### src/rtl/bram_read_streamer_if.sv
// Request/response stream bundle for bram_read_streamer.
// The slave modport is the streamer's view; master is the requester/consumer side.
interface bram_read_streamer_if #(
    parameter int ADDR_WIDTH = 10,
    parameter int DATA_WIDTH = 36
);
    logic                  req_valid;
    logic                  req_ready;
    logic                  req_we;
    logic [ADDR_WIDTH-1:0] req_addr;
    logic [DATA_WIDTH-1:0] req_wdata;
    logic                  resp_valid;
    logic                  resp_ready;
    logic [DATA_WIDTH-1:0] resp_data;
    logic [ADDR_WIDTH-1:0] resp_addr;

    modport master (
        output req_valid, req_we, req_addr, req_wdata, resp_ready,
        input  req_ready, resp_valid, resp_data, resp_addr
    );

    modport slave (
        input  req_valid, req_we, req_addr, req_wdata, resp_ready,
        output req_ready, resp_valid, resp_data, resp_addr
    );
endinterface

### src/rtl/bram_read_streamer.sv
// Turns the fixed 1-cycle BRAM read latency into a backpressured response stream.
// Credits (FIFO count plus the read in flight) gate request acceptance so data is never dropped.
module bram_read_streamer #(
    parameter int ADDR_WIDTH = 10,
    parameter int DATA_WIDTH = 36,
    parameter int DEPTH      = 4
) (
    input  logic                  clk,
    input  logic                  reset,
    bram_read_streamer_if.slave   bus,
    output logic                  bram_en,
    output logic                  bram_we,
    output logic [ADDR_WIDTH-1:0] bram_addr,
    output logic [DATA_WIDTH-1:0] bram_di,
    input  logic [DATA_WIDTH-1:0] bram_do
);
    localparam int PTR_W   = (DEPTH > 1) ? $clog2(DEPTH) : 1;
    localparam int CNT_W   = $clog2(DEPTH + 1);
    localparam int ENTRY_W = DATA_WIDTH + ADDR_WIDTH;

    localparam logic [CNT_W:0]   OCC_LIMIT  = (CNT_W + 1)'(DEPTH);
    localparam logic [CNT_W-1:0] COUNT_FULL = CNT_W'(DEPTH);
    localparam logic [PTR_W-1:0] PTR_LAST   = PTR_W'(DEPTH - 1);

    logic                  inflight;
    logic [ADDR_WIDTH-1:0] inflight_addr;
    logic [ENTRY_W-1:0]    fifo_mem [DEPTH];
    logic [PTR_W-1:0]      wr_ptr;
    logic [PTR_W-1:0]      rd_ptr;
    logic [CNT_W-1:0]      count;
    logic [CNT_W:0]        occ;
    logic                  accept;
    logic                  read_accept;
    logic                  push;
    logic                  pop;

    function automatic logic [PTR_W-1:0] next_ptr(input logic [PTR_W-1:0] ptr);
        return (ptr == PTR_LAST) ? '0 : ptr + 1'b1;
    endfunction

    // Occupancy uses registered state only, so req_ready never depends on this cycle's inputs.
    always_comb begin
        occ         = {1'b0, count} + {{CNT_W{1'b0}}, inflight};
        accept      = bus.req_valid && bus.req_ready;
        read_accept = accept && !bus.req_we;
        push        = inflight;
        pop         = bus.resp_valid && bus.resp_ready;
        bram_en     = accept;
        bram_we     = accept && bus.req_we;
        bram_addr   = bus.req_addr;
        bram_di     = bus.req_wdata;
    end

    assign bus.req_ready                 = !reset && (occ < OCC_LIMIT);
    assign bus.resp_valid                = (count != '0);
    assign {bus.resp_data, bus.resp_addr} = fifo_mem[rd_ptr];

    always_ff @(posedge clk) begin
        if (reset) begin
            inflight <= 1'b0;
            wr_ptr   <= '0;
            rd_ptr   <= '0;
            count    <= '0;
        end else begin
            inflight <= read_accept;
            if (push) begin
                wr_ptr <= next_ptr(wr_ptr);
            end
            if (pop) begin
                rd_ptr <= next_ptr(rd_ptr);
            end
            case ({push, pop})
                2'b10:   count <= count + 1'b1;
                2'b01:   count <= count - 1'b1;
                default: count <= count;
            endcase
        end
    end

    // Payload storage carries no reset; stale entries are unreachable once count is cleared.
    always_ff @(posedge clk) begin
        if (read_accept) begin
            inflight_addr <= bus.req_addr;
        end
        if (push) begin
            fifo_mem[wr_ptr] <= {bram_do, inflight_addr};
        end
    end

    always_ff @(posedge clk) begin
        if (!reset) begin
            assert (!push || pop || (count < COUNT_FULL));
        end
    end
endmodule

### src/flat_wrapper.sv
// flat-port wrapper written by rule: the top's interface ports become plain ports
module bram_read_streamer_flat 
#(
    parameter int ADDR_WIDTH = 10,
    parameter int DATA_WIDTH = 36,
    parameter int DEPTH      = 4
)
  (clk, reset, bram_en, bram_we, bram_addr, bram_di, bram_do, bus_req_valid, bus_req_we, bus_req_addr, bus_req_wdata, bus_resp_ready, bus_req_ready, bus_resp_valid, bus_resp_data, bus_resp_addr);
  bram_read_streamer_if #(.ADDR_WIDTH(ADDR_WIDTH), .DATA_WIDTH(DATA_WIDTH)) bus_i ();
  input  logic clk;
  input  logic reset;
  output logic bram_en;
  output logic bram_we;
  output logic [ADDR_WIDTH-1:0] bram_addr;
  output logic [DATA_WIDTH-1:0] bram_di;
  input  logic [DATA_WIDTH-1:0] bram_do;
  input wire logic [$bits(bus_i.req_valid)-1:0] bus_req_valid;
  input wire logic [$bits(bus_i.req_we)-1:0] bus_req_we;
  input wire logic [$bits(bus_i.req_addr)-1:0] bus_req_addr;
  input wire logic [$bits(bus_i.req_wdata)-1:0] bus_req_wdata;
  input wire logic [$bits(bus_i.resp_ready)-1:0] bus_resp_ready;
  output wire logic [$bits(bus_i.req_ready)-1:0] bus_req_ready;
  output wire logic [$bits(bus_i.resp_valid)-1:0] bus_resp_valid;
  output wire logic [$bits(bus_i.resp_data)-1:0] bus_resp_data;
  output wire logic [$bits(bus_i.resp_addr)-1:0] bus_resp_addr;
  assign bus_i.req_valid = bus_req_valid;
  assign bus_i.req_we = bus_req_we;
  assign bus_i.req_addr = bus_req_addr;
  assign bus_i.req_wdata = bus_req_wdata;
  assign bus_i.resp_ready = bus_resp_ready;
  assign bus_req_ready = bus_i.req_ready;
  assign bus_resp_valid = bus_i.resp_valid;
  assign bus_resp_data = bus_i.resp_data;
  assign bus_resp_addr = bus_i.resp_addr;
  bram_read_streamer #(.ADDR_WIDTH(ADDR_WIDTH), .DATA_WIDTH(DATA_WIDTH), .DEPTH(DEPTH)) u_core (.clk(clk), .reset(reset), .bus(bus_i), .bram_en(bram_en), .bram_we(bram_we), .bram_addr(bram_addr), .bram_di(bram_di), .bram_do(bram_do));
endmodule
### config.mk
export PLATFORM = sky130hd
export DESIGN_NAME = bram_read_streamer_flat
export DESIGN_NICKNAME = d
export VERILOG_FILES = /design/src/rtl/bram_read_streamer_if.sv /design/src/rtl/bram_read_streamer.sv /design/src/flat_wrapper.sv
export SDC_FILE = /design/constraint.sdc
export NUM_CORES = 1
export LEC_CHECK = 0
export CORE_UTILIZATION = 54
export DETAILED_ROUTE_END_ITERATION = 6
export GPL_ROUTABILITY_DRIVEN = 0
export PLACE_DENSITY = 0.85
export SKIP_LAST_GASP = 1
export SLEW_MARGIN = 10
export SYNTH_ARGS = -nofsm -noshare
export SYNTH_HDL_FRONTEND = slang
export SYNTH_SLANG_ARGS = --single-unit
### constraint.sdc
create_clock -name clk -period 5.25 [get_ports clk]
set_input_delay 1.575 -clock clk [delete_from_list [all_inputs] [get_ports clk]]
set_output_delay 1.575 -clock clk [all_outputs]
set_load 0.01 [all_outputs]
==> summary.txt <==
Outcome
  • Status: finished, final reports clean

Synth
  • Synth async-reset ratio: 0%
  • Syn avg cell area: 22.4 µm²
  • Warnings, synthesis: 0
  • Yosys cell types: 25
  • Syn nets: 445
  • Mapped Cells: 351
  • Number of synthesized flops with an enable pin: 194
  • Synthesized area: 7870 µm²
  • Synthesized flop and latch total: 204
  • Prevailing post-synth register cell: edfxtp_1
  • Seq/Total Area, Yosys: 76.5%

Placement
  • IO Port Bufs: 110
  • Detailed Place HPWL: 8430 µm

Setup path
  • Slowest cell delay on critical path: 0.55 ns
  • Critical Path, Cell by Cell: clkdlybuf4s50_1 -> a311oi_2 -> and2_1 -> clkdlybuf4s50_1
  • CP max-delay cell: clkdlybuf4s50_1
  • Most frequent CP cell: clkdlybuf4s50_1
  • Critical path arrival: 3.21 ns
  • Critical Path RT: 3.68 ns
  • Critical path class: input port to output pin
  • Crit end category: output pin
  • CP Max Fanout: 8
  • Startpoint type of the worst setup path: input port

Floorplan
  • Die Area: 15100 µm²
  • Starting Density: 56.1%
  • Die height: 123 µm
  • # rows: 43
  • I/O pin count: 183
  • Core ar.: 14000 µm²
  • Die span in x: 123 µm

Drt
  • WL final: 13600 µm
  • Drt pass-1 iters: 4
  • Via Count: 3473
  • Vias per cell: 5.55
  • Wire length per cell: 21.7 µm
  • DRC Markers: 0
  • Post-route ant nets: 0
  • Detailed Route Iter0 Violations: 146

Clock tree
  • Post_cts resized: 0
  • CTS tree: yes
  • H-tree levels: 1
  • Total CTS buffers: 20
  • Clock Tree Buf Depth: 3
  • CTS Root Buffer Type: clkbuf_16
  • Sink Count: 204
  • Clk pin slew, worst setup/hold paths: 0.06 ns
  • Post-CTS setup buffers: 0
  • Clk Latency, worst-skew pair: 0.47 ns
  • Hold buffer count at CTS: 0

STA
  • Relative slew margins: 40.3%
  • Final Hold Viols: 0
  • Worst-Margin Slew: 0.896 ns
  • Setup Total Neg Slack: 0 ns
  • Fin crit share: 91.2%
  • RSZ-0062 raised after global routing: false
  • Slew Limit Fails: 0
  • Fin Hold WS: 0.494 ns
  • Final Setup Violations: 0
  • FMAX: 209 MHz
  • Clk_skew: 0.00757 ns
  • Minimum clock period: 4.79 ns

Global route
  • GRT Total Usage: 18.4%
  • Largest net degree at the start of global routing: 47
  • Vias in the first global route: 3723
  • First-pass GRT wire length: 20400 µm
  • Grt total ovfl: 0
  • Initial antenna violation count: 0

Layout
  • Synth-to-layout area growth: 20.4%
  • Commonest non-fill, non-tap cell in the layout: edfxtp_1
  • Ratio of cells with drive above 1 in the final layout: 18.4%
  • Antenna diodes: 0
  • Layout Nets: 526
  • Commonest non-fill, non-tap cells in the layout: edfxtp_1 (194), clkdlybuf4s50_1 (110), mux4_2 (40), clkbuf_16 (21), dfxtp_1 (8)

Job
  • Max cap viols: 0

Power
  • Max VDD drop: 0.286 mV
  • Power per Cell Area: 414 nW/µm²
  • Pleak: 3.04 nW

Min path
  • Hold crit path type: register to register
==> logic make-up after synthesis <==
| kind of cell | Yosys count | share of synthesized area, % |
|---|---|---|
| simple gates | 19 | 1.33 |
| compound gates | 7 | 0.667 |
| mux | 48 | 13.7 |
| buf+inv | 64 | 6.34 |
| fa+ha+maj | 7 | 1.21 |
| xor+xnor | 2 | 0.223 |
| flops | 204 | 76.5 |
==> layer usage <==
| metal | global-route usage [%] | share of wire (%) | up-vias |
|---|---|---|---|
| met1 | 23.5 | 39 | 1731 |
| met3 | 3.30 | 7.1 | 57 |
| met2 | 30.4 | 49 | 147 |
| li1 | - | - | 1538 |
| met5 | 0 | 0 | - |
| met4 | 9.60 | 4.7 | 0 |
==> cells in the mapped netlist (2+ instances only) <==
| master | instances | area share (%) |
|---|---|---|
| and2_1 | 5 | 0.40 |
| and2b_1 | 2 | 0.19 |
| dfxtp_1 | 10 | 2.5 |
| mux4_1 | 6 | 2.0 |
| or3_1 | 3 | 0.24 |
| inv_1 | 7 | 0.33 |
| buf_4 | 46 | 4.4 |
| mux2i_1 | 2 | 0.25 |
| buf_12 | 4 | 1.0 |
| xor2_1 | 2 | 0.22 |
| mux4_2 | 40 | 11 |
| ha_1 | 6 | 0.95 |
| edfxtp_1 | 194 | 74 |
| nor2_1 | 6 | 0.29 |
| buf_2 | 4 | 0.25 |
| buf_6 | 2 | 0.29 |
| a21oi_1 | 4 | 0.25 |
==> report_power, final <==
part | switching, mW | internal, mW
Clock | 0.551 | 0.927
Sequential | 0.0897 | 1.82
Combinational | 0.184 | 0.359
Total | 0.824 | 3.10
==> layout make-up <==
class                           count  area (µm²)
Fill cell                         877        4560
Clock buffer                       25         541
Tap cell                          180         225
Clock inverter                     11         156
Sequential cell                   204        6030
Timing Repair Buffer              116        1150
Inverter                            7        26.3
Multi-Input combinational cell     83        1350
==> flip-flops by register name, indices dropped and copies added (netlist names), named ones only <==
signal                flops
u_core.wr_ptr             2
u_core.rd_ptr             2
u_core.fifo_mem         184
u_core.inflight           1
u_core.inflight_addr     10
u_core.count              3
==> worst max-delay path: cells and delay by family <==
family / cells / cell delay, ns
AND/OR/NAND/NOR: 1 / 0.20
AO/OA/AOI/OAI: 1 / 0.35
buffers and inverters: 2 / 1.09
==> stage by stage <==
stage | utilization, % | area [µm²] | power (mW) | setup slack (ns) | instances
floorplan | - | 7870 | 2.29 | 1.39 | 351
finish | 67.5 | 9480 | 3.93 | 0.463 | 626
global route | 67.5 | 9480 | 4.07 | 0.379 | 626
CTS | 67.5 | 9480 | 3.97 | 0.455 | 626
global placement | 62.5 | 8780 | 2.49 | 0.482 | 590
detailed placement | 62.5 | 8780 | 2.50 | 0.474 | 590
==> final timing paths <==
check               endpoint  depth (start not counted)  slack, ns              from
max                  bram_en                          4       0.46             reset
min                 register                          2       0.49  u_core.rd_ptr[0]
max reg2reg  u_core.count[2]                          8       3.32   u_core.count[0]
min reg2reg         register                          2       0.49  u_core.rd_ptr[0]
No activity file was read; power rests on OpenSTA's default activity.
